### config.mk
export PLATFORM = sky130hd
export DESIGN_NAME = alu_mod_flat
export DESIGN_NICKNAME = d
export VERILOG_FILES = /design/src/rtl/alu_mod_if.sv /design/src/rtl/alu_mod.sv /design/src/flat_wrapper.sv
export SDC_FILE = /design/constraint.sdc
export NUM_CORES = 1
export LEC_CHECK = 0
export CAP_MARGIN = 20
export CORE_MARGIN = 3
export CORE_UTILIZATION = 45
export CTS_CLUSTER_SIZE = 25
export DETAILED_ROUTE_END_ITERATION = 8
export GPL_ROUTABILITY_DRIVEN = 0
export MAX_ROUTING_LAYER = met4
export PLACE_DENSITY_LB_ADDON = 0.3
export SLEW_MARGIN = 30
export SYNTH_ARGS = -nofsm -noshare
export SYNTH_HDL_FRONTEND = slang
export SYNTH_SLANG_ARGS = --single-unit
### constraint.sdc
create_clock -name i_clk -period 0.9 [get_ports i_clk]
set_input_delay 0.135 -clock i_clk [delete_from_list [all_inputs] [get_ports i_clk]]
set_output_delay 0.135 -clock i_clk [all_outputs]
set_load 0.03 [all_outputs]
### src/rtl/alu_mod_if.sv
// Operand/opcode request and registered result/flag bundle for alu_mod.
// The master side drives the request; the slave side (the ALU) returns the result.
interface alu_mod_if #(
    parameter int DATA_W = 8,
    parameter int OP_W   = 6
);
    logic              i_valid;
    logic [OP_W-1:0]   i_opcode;
    logic [DATA_W-1:0] i_ope1;
    logic [DATA_W-1:0] i_ope2;
    logic [DATA_W-1:0] o_result;
    logic              o_valid;
    logic              o_zero;
    logic              o_carry;
    logic              o_overflow;
    logic              o_err;

    modport master (
        output i_valid, i_opcode, i_ope1, i_ope2,
        input  o_result, o_valid, o_zero, o_carry, o_overflow, o_err
    );

    modport slave (
        input  i_valid, i_opcode, i_ope1, i_ope2,
        output o_result, o_valid, o_zero, o_carry, o_overflow, o_err
    );
endinterface

### src/rtl/alu_mod.sv
// Single-stage ALU: combinational arithmetic/logic/shift feeding one output register.
// Results and flags hold when no request is captured.
module alu_mod #(
    parameter int DATA_W = 8,
    parameter int OP_W   = 6
) (
    input  logic        i_clk,
    input  logic        i_rst_n,
    alu_mod_if.slave    bus
);
    typedef enum logic [OP_W-1:0] {
        OP_SRL = 6'b000010,
        OP_SRA = 6'b000011,
        OP_ADD = 6'b100000,
        OP_SUB = 6'b100010,
        OP_AND = 6'b100100,
        OP_OR  = 6'b100101,
        OP_XOR = 6'b100110,
        OP_NOR = 6'b100111
    } op_e;

    localparam logic [DATA_W-1:0] SH_LIM = DATA_W[DATA_W-1:0];
    localparam int unsigned MSB = DATA_W - 1;

    logic [DATA_W:0]   sum;
    logic [DATA_W:0]   diff;
    logic [DATA_W-1:0] a;
    logic [DATA_W-1:0] b;
    logic [DATA_W-1:0] res_d;
    logic              carry_d;
    logic              ovf_d;
    logic              err_d;

    assign a    = bus.i_ope1;
    assign b    = bus.i_ope2;
    assign sum  = {1'b0, a} + {1'b0, b};
    // Top bit of the extended difference is set exactly when a < b unsigned.
    assign diff = {1'b0, a} - {1'b0, b};

    always_comb begin
        res_d   = '0;
        carry_d = 1'b0;
        ovf_d   = 1'b0;
        err_d   = 1'b0;
        case (bus.i_opcode)
            OP_ADD: begin
                res_d   = sum[DATA_W-1:0];
                carry_d = sum[DATA_W];
                ovf_d   = (a[MSB] == b[MSB]) && (sum[MSB] != a[MSB]);
            end
            OP_SUB: begin
                res_d   = diff[DATA_W-1:0];
                carry_d = diff[DATA_W];
                ovf_d   = (a[MSB] != b[MSB]) && (diff[MSB] != a[MSB]);
            end
            OP_AND: res_d = a & b;
            OP_OR:  res_d = a | b;
            OP_XOR: res_d = a ^ b;
            OP_NOR: res_d = ~(a | b);
            OP_SRL: res_d = (b >= SH_LIM) ? '0 : (a >> b);
            OP_SRA: res_d = (b >= SH_LIM) ? {DATA_W{a[MSB]}} : DATA_W'($signed(a) >>> b);
            default: err_d = 1'b1;
        endcase
    end

    always_ff @(posedge i_clk or negedge i_rst_n) begin
        if (!i_rst_n) begin
            bus.o_result   <= '0;
            bus.o_valid    <= 1'b0;
            bus.o_zero     <= 1'b1;
            bus.o_carry    <= 1'b0;
            bus.o_overflow <= 1'b0;
            bus.o_err      <= 1'b0;
        end else begin
            bus.o_valid <= bus.i_valid;
            if (bus.i_valid) begin
                bus.o_result   <= res_d;
                bus.o_zero     <= (res_d == '0);
                bus.o_carry    <= carry_d;
                bus.o_overflow <= ovf_d;
                bus.o_err      <= err_d;
            end
        end
    end
endmodule

### src/flat_wrapper.sv
// flat-port wrapper written by rule: the top's interface ports become plain ports
module alu_mod_flat 
#(
    parameter int DATA_W = 8,
    parameter int OP_W   = 6
)
  (i_clk, i_rst_n, bus_i_valid, bus_i_opcode, bus_i_ope1, bus_i_ope2, bus_o_result, bus_o_valid, bus_o_zero, bus_o_carry, bus_o_overflow, bus_o_err);
  alu_mod_if #(.DATA_W(DATA_W), .OP_W(OP_W)) bus_i ();
  input  logic i_clk;
  input  logic i_rst_n;
  input wire logic [$bits(bus_i.i_valid)-1:0] bus_i_valid;
  input wire logic [$bits(bus_i.i_opcode)-1:0] bus_i_opcode;
  input wire logic [$bits(bus_i.i_ope1)-1:0] bus_i_ope1;
  input wire logic [$bits(bus_i.i_ope2)-1:0] bus_i_ope2;
  output wire logic [$bits(bus_i.o_result)-1:0] bus_o_result;
  output wire logic [$bits(bus_i.o_valid)-1:0] bus_o_valid;
  output wire logic [$bits(bus_i.o_zero)-1:0] bus_o_zero;
  output wire logic [$bits(bus_i.o_carry)-1:0] bus_o_carry;
  output wire logic [$bits(bus_i.o_overflow)-1:0] bus_o_overflow;
  output wire logic [$bits(bus_i.o_err)-1:0] bus_o_err;
  assign bus_i.i_valid = bus_i_valid;
  assign bus_i.i_opcode = bus_i_opcode;
  assign bus_i.i_ope1 = bus_i_ope1;
  assign bus_i.i_ope2 = bus_i_ope2;
  assign bus_o_result = bus_i.o_result;
  assign bus_o_valid = bus_i.o_valid;
  assign bus_o_zero = bus_i.o_zero;
  assign bus_o_carry = bus_i.o_carry;
  assign bus_o_overflow = bus_i.o_overflow;
  assign bus_o_err = bus_i.o_err;
  alu_mod #(.DATA_W(DATA_W), .OP_W(OP_W)) u_core (.i_clk(i_clk), .i_rst_n(i_rst_n), .bus(bus_i));
endmodule
==> summary.txt <==
Timing
  – Endpoints failing setup: 25
  – Setup TNS: -12.45 ns
  – Worst slew margin: 64.2%
  – Skew final: 0 ns
  – Period utilization: 245%
  – Final Hold Fails: 0
  – Setup WS post-layout: -1.30 ns
  – RSZ-0062 raised after global routing: yes
  – Worst-margin pin slew: 0.524 ns
  – Minimum clock period: 2.20 ns
  – Pins Over Slew Limit: 0
  – Peak Freq: 454 MHz

Power and ir drop
  – PD cells: 817 nW/um^2
  – Sw Ratio: 42.8%
  – Design Power: 3660 uW
  – Logic gate share of total power: 66.8%
  – Peak supply drop: 0.661 mV
  – Clock network power share: 15.2%
  – Switch Pwr: 1570 uW
  – Sequential power share: 18.0%
  – Static leakage: 0.00198 uW
  – Power Internal: 2090 uW

Detailed routing
  – Vias/cell: 7.12
  – Initial DRC count: 587
  – Vias: 3709
  – Routed Antenna Nets: 0
  – Wirelength, routed: 13900 um
  – DRC viols: 0
  – Post-detailed-route wirelength per cell: 26.7 um
  – Drt first pass iters: 6

Logic synthesis
  – Leading post-synthesis cells by cell area: ha_1 (13%), dfrtp_1 (13%), mux2i_1 (6.9%)
  – Synthesized netlist cell count: 296
  – Syn_area_per_cell: 7.85 sq um
  – Top cell type by total area after synthesis: ha_1
  – Most used flip-flop cell after synthesis: dfrtp_1
  – Seq/Total Area, Yosys: 14.1%
  – Post-synth net total: 348
  – Post-synthesis mux area share: 13.7%
  – Number of synthesized flops with an enable pin: 0
  – Mapped cell area: 2320 sq um
  – Post-Synth XOR/XNOR Area: 1.89%
  – Synth Register Bits: 13
  – FFs w/ async S/R, synth: 100%
  – Largest family of logic cells by synthesized area: compound AO/OA/AOI/OAI gates
  – Post-Synth Adder-Cell Area: 15.2%
  – Ys Warns: 0
  – Synth Area in Compound Gates: 25.9%
  – Post-synth top area share: 13.5%
  – Post-synth cell types: 58
  – Fraction of the mapped netlist area in simple logic gates: 21.2%

Placement
  – I/O Buffers: 37
  – Pre-CTS WS: -1.92 ns
  – Detailed placer's ending HPWL: 6640 um

CTS
  – Clock tree buffer depth: 2
  – CTS tree: built
  – Cts bufs inserted: 3
  – Num Clock Sinks: 13
  – Clk_lat worst skew: 0.25 ns
  – Htree depth: 1
  – Clk root buf: clkbuf_8
  – Worst-path clk slew: 0.06 ns
  – # hold bufs at CTS: 0

Critical path
  – Kind of critical path: in2reg
  – Kind of start point of the critical path: primary input
  – Critical Path RT: 1.03 ns
  – Reg2reg path depth: 2
  – Slowest stage delay, CP: 0.38 ns
  – Top Family by Delay on Critical Path: compound AO/OA/AOI/OAI gates
  – Worst setup EP type: flop
  – Critical Path Fanout Max: 5
  – Slowest CP cell: o21ai_1
  – CP Buf/Inv Count: 4
  – Worst endpoint data arrival time: 2.34 ns
  – Critical Path Stages: 12
  – Crit path cell chain: buf_8, clkinvlp_4, ha_4, buf_4, o21ai_1, buf_4, o21ai_2, a32oi_1, o31ai_1, xnor2_1, o21ai_2, mux2_4

GRT
  – Largest net degree at the start of global routing: 28
  – Vias in the first global route: 3411
  – Initial antenna violation count: 0
  – Grt ovf: 0
  – All-Layer GR Usage: 37.1%
  – Global-route wire length before repair: 17300 um

Layout
  – Final Core Density: 92.4%
  – Diode count: 0
  – Share of layout cells above drive strength 1: 61.0%
  – Area Growth Syn to Fin: 92.8%
  – Sequential Area: 327 sq um
  – Multi-input logic area: 2440 sq um
  – Fill cells: 175
  – Nets: 507

Min path
  – Min-delay worst type: in2async

Floorplanning
  – Die H: 77.8 um
  – Full die area: 6060 sq um
  – Horiz. Die Dim: 77.8 um
  – # rows: 25
  – Initial Utilization: 47.9%
  – Core Box Area: 4850 sq um
  – IO Pins: 38

Run status
  – Run status: finished, violations left
  – Violations in the final reports: negative setup slack

Flow run
  – Max_cap viols: 0
[cells in the mapped netlist (5+ instances only)]
| cell | number |
|---|---|
| nand3_1 | 8 |
| dfrtp_1 | 12 |
| nand2_1 | 10 |
| inv_1 | 27 |
| a21oi_1 | 19 |
| ha_1 | 25 |
| xnor2_1 | 5 |
| mux2_2 | 6 |
| a211oi_1 | 9 |
| mux2i_1 | 16 |
| o21bai_1 | 6 |
| nor3_1 | 13 |
| clkbuf_1 | 7 |
| o211ai_1 | 6 |
| nor2_1 | 30 |
| o21ai_0 | 13 |
[worst paths after layout]
| kind | startpoint | end | slack (ns) |
|---|---|---|---|
| min in group i_clk | bus_i_valid | u_core.bus.o_result[4] | 0.48 |
| min reg2reg | u_core.bus.o_zero | u_core.bus.o_zero | 0.55 |
| min | i_rst_n | u_core.bus.o_result[0] | 0.08 |
| max reg2reg | u_core.bus.o_carry | u_core.bus.o_carry | -0.04 |
| max | bus_i_ope2[3] | u_core.bus.o_result[6] | -1.30 |
| max in group asynchronous | i_rst_n | u_core.bus.o_carry | 0.44 |
[routing by layer]
metal  vias to the layer above  GRT usage [%]  wire [um]
met5                         -              -          0
met2                       444           62.2       6070
met1                      1684           41.5       4640
met4                         0           23.5       1400
met3                       166           4.99       1780
li1                       1415              -          -
[metrics by stage]
step                      hold WS [ns]  area [sq um]  std cells
after global routing            0.0916          4480        521
after detailed placement         0.346          3590        484
after CTS                       0.0866          4150        510
after floorplan                 -0.161          2530        296
after global placement           0.348          3590        484
final                           0.0834          4480        521
[cells in the final DEF (no fill, tap or decap), types with 4 or more instances in the layout]
cell type    n
a211oi_1     4
a21oi_1     12
a21oi_4      4
buf_2        5
buf_4      107
buf_6       41
buf_8        4
clkbuf_2     7
dfrtp_1     12
ha_1        12
ha_4        10
inv_1       15
inv_2        8
mux2i_1     16
mux4_2       4
nand2_1     10
nand3_1      6
nor2_1      22
nor2_2       4
nor2_4       4
nor3_1       7
nor3_2       4
o211ai_1     6
o21ai_0      5
o21ai_2      5
o21bai_1     4
or3_4        4
xnor2_1      4
[worst register-to-register path, delay by kind of cell (launching register included)]
family             cells  cell delay, ns
AOI/OAI and AO/OA      1            0.27
DFF                    1            0.40
and+or+nand+nor        1            0.15
[what timing repair did]
action	4_1_cts	5_1_grt
pin swaps	37	35
endpoints found under the setup margin	24	25
buffers inserted	24	14
gates resized for setup	174	66
[flip-flops by register name, indices dropped and copies added (netlist names)]
name                   cells
u_core.bus.o_zero          1
u_core.bus.o_carry         1
u_core.bus.o_overflow      1
u_core.bus.o_err           1
u_core.bus.o_result        8
u_core.bus.o_valid         1
[cell families after synthesis]
kind of cell	Yosys count
adder cells (fa/ha/maj)	27
AND/OR/NAND/NOR	95
XOR/XNOR	5
AO/OA/AOI/OAI	87
buffers and inverters	43
multiplexers	26
flip-flops	13
[power groups by stage]
| stage | logic, uW | clock network, uW | registers [uW] |
|---|---|---|---|
| 2_1_floorplan | 841 | 0 | 720 |
| 3_3_place_gp | 1630 | 0 | 651 |
| 3_5_place_dp | 1670 | 0 | 654 |
| 4_1_cts | 1960 | 514 | 650 |
| 5_1_grt | 2520 | 567 | 659 |
| 6_report | 2440 | 556 | 658 |
[area by class of cell]
type,count,share of cell area [%]
multi-input cells,240,54.4
repair buffers,169,32.5
flip-flops and latches,13,7.29
inverters,28,2.91
well taps,67,1.87
clock buffers,4,1.01
Power figures use the tool's default switching activity.
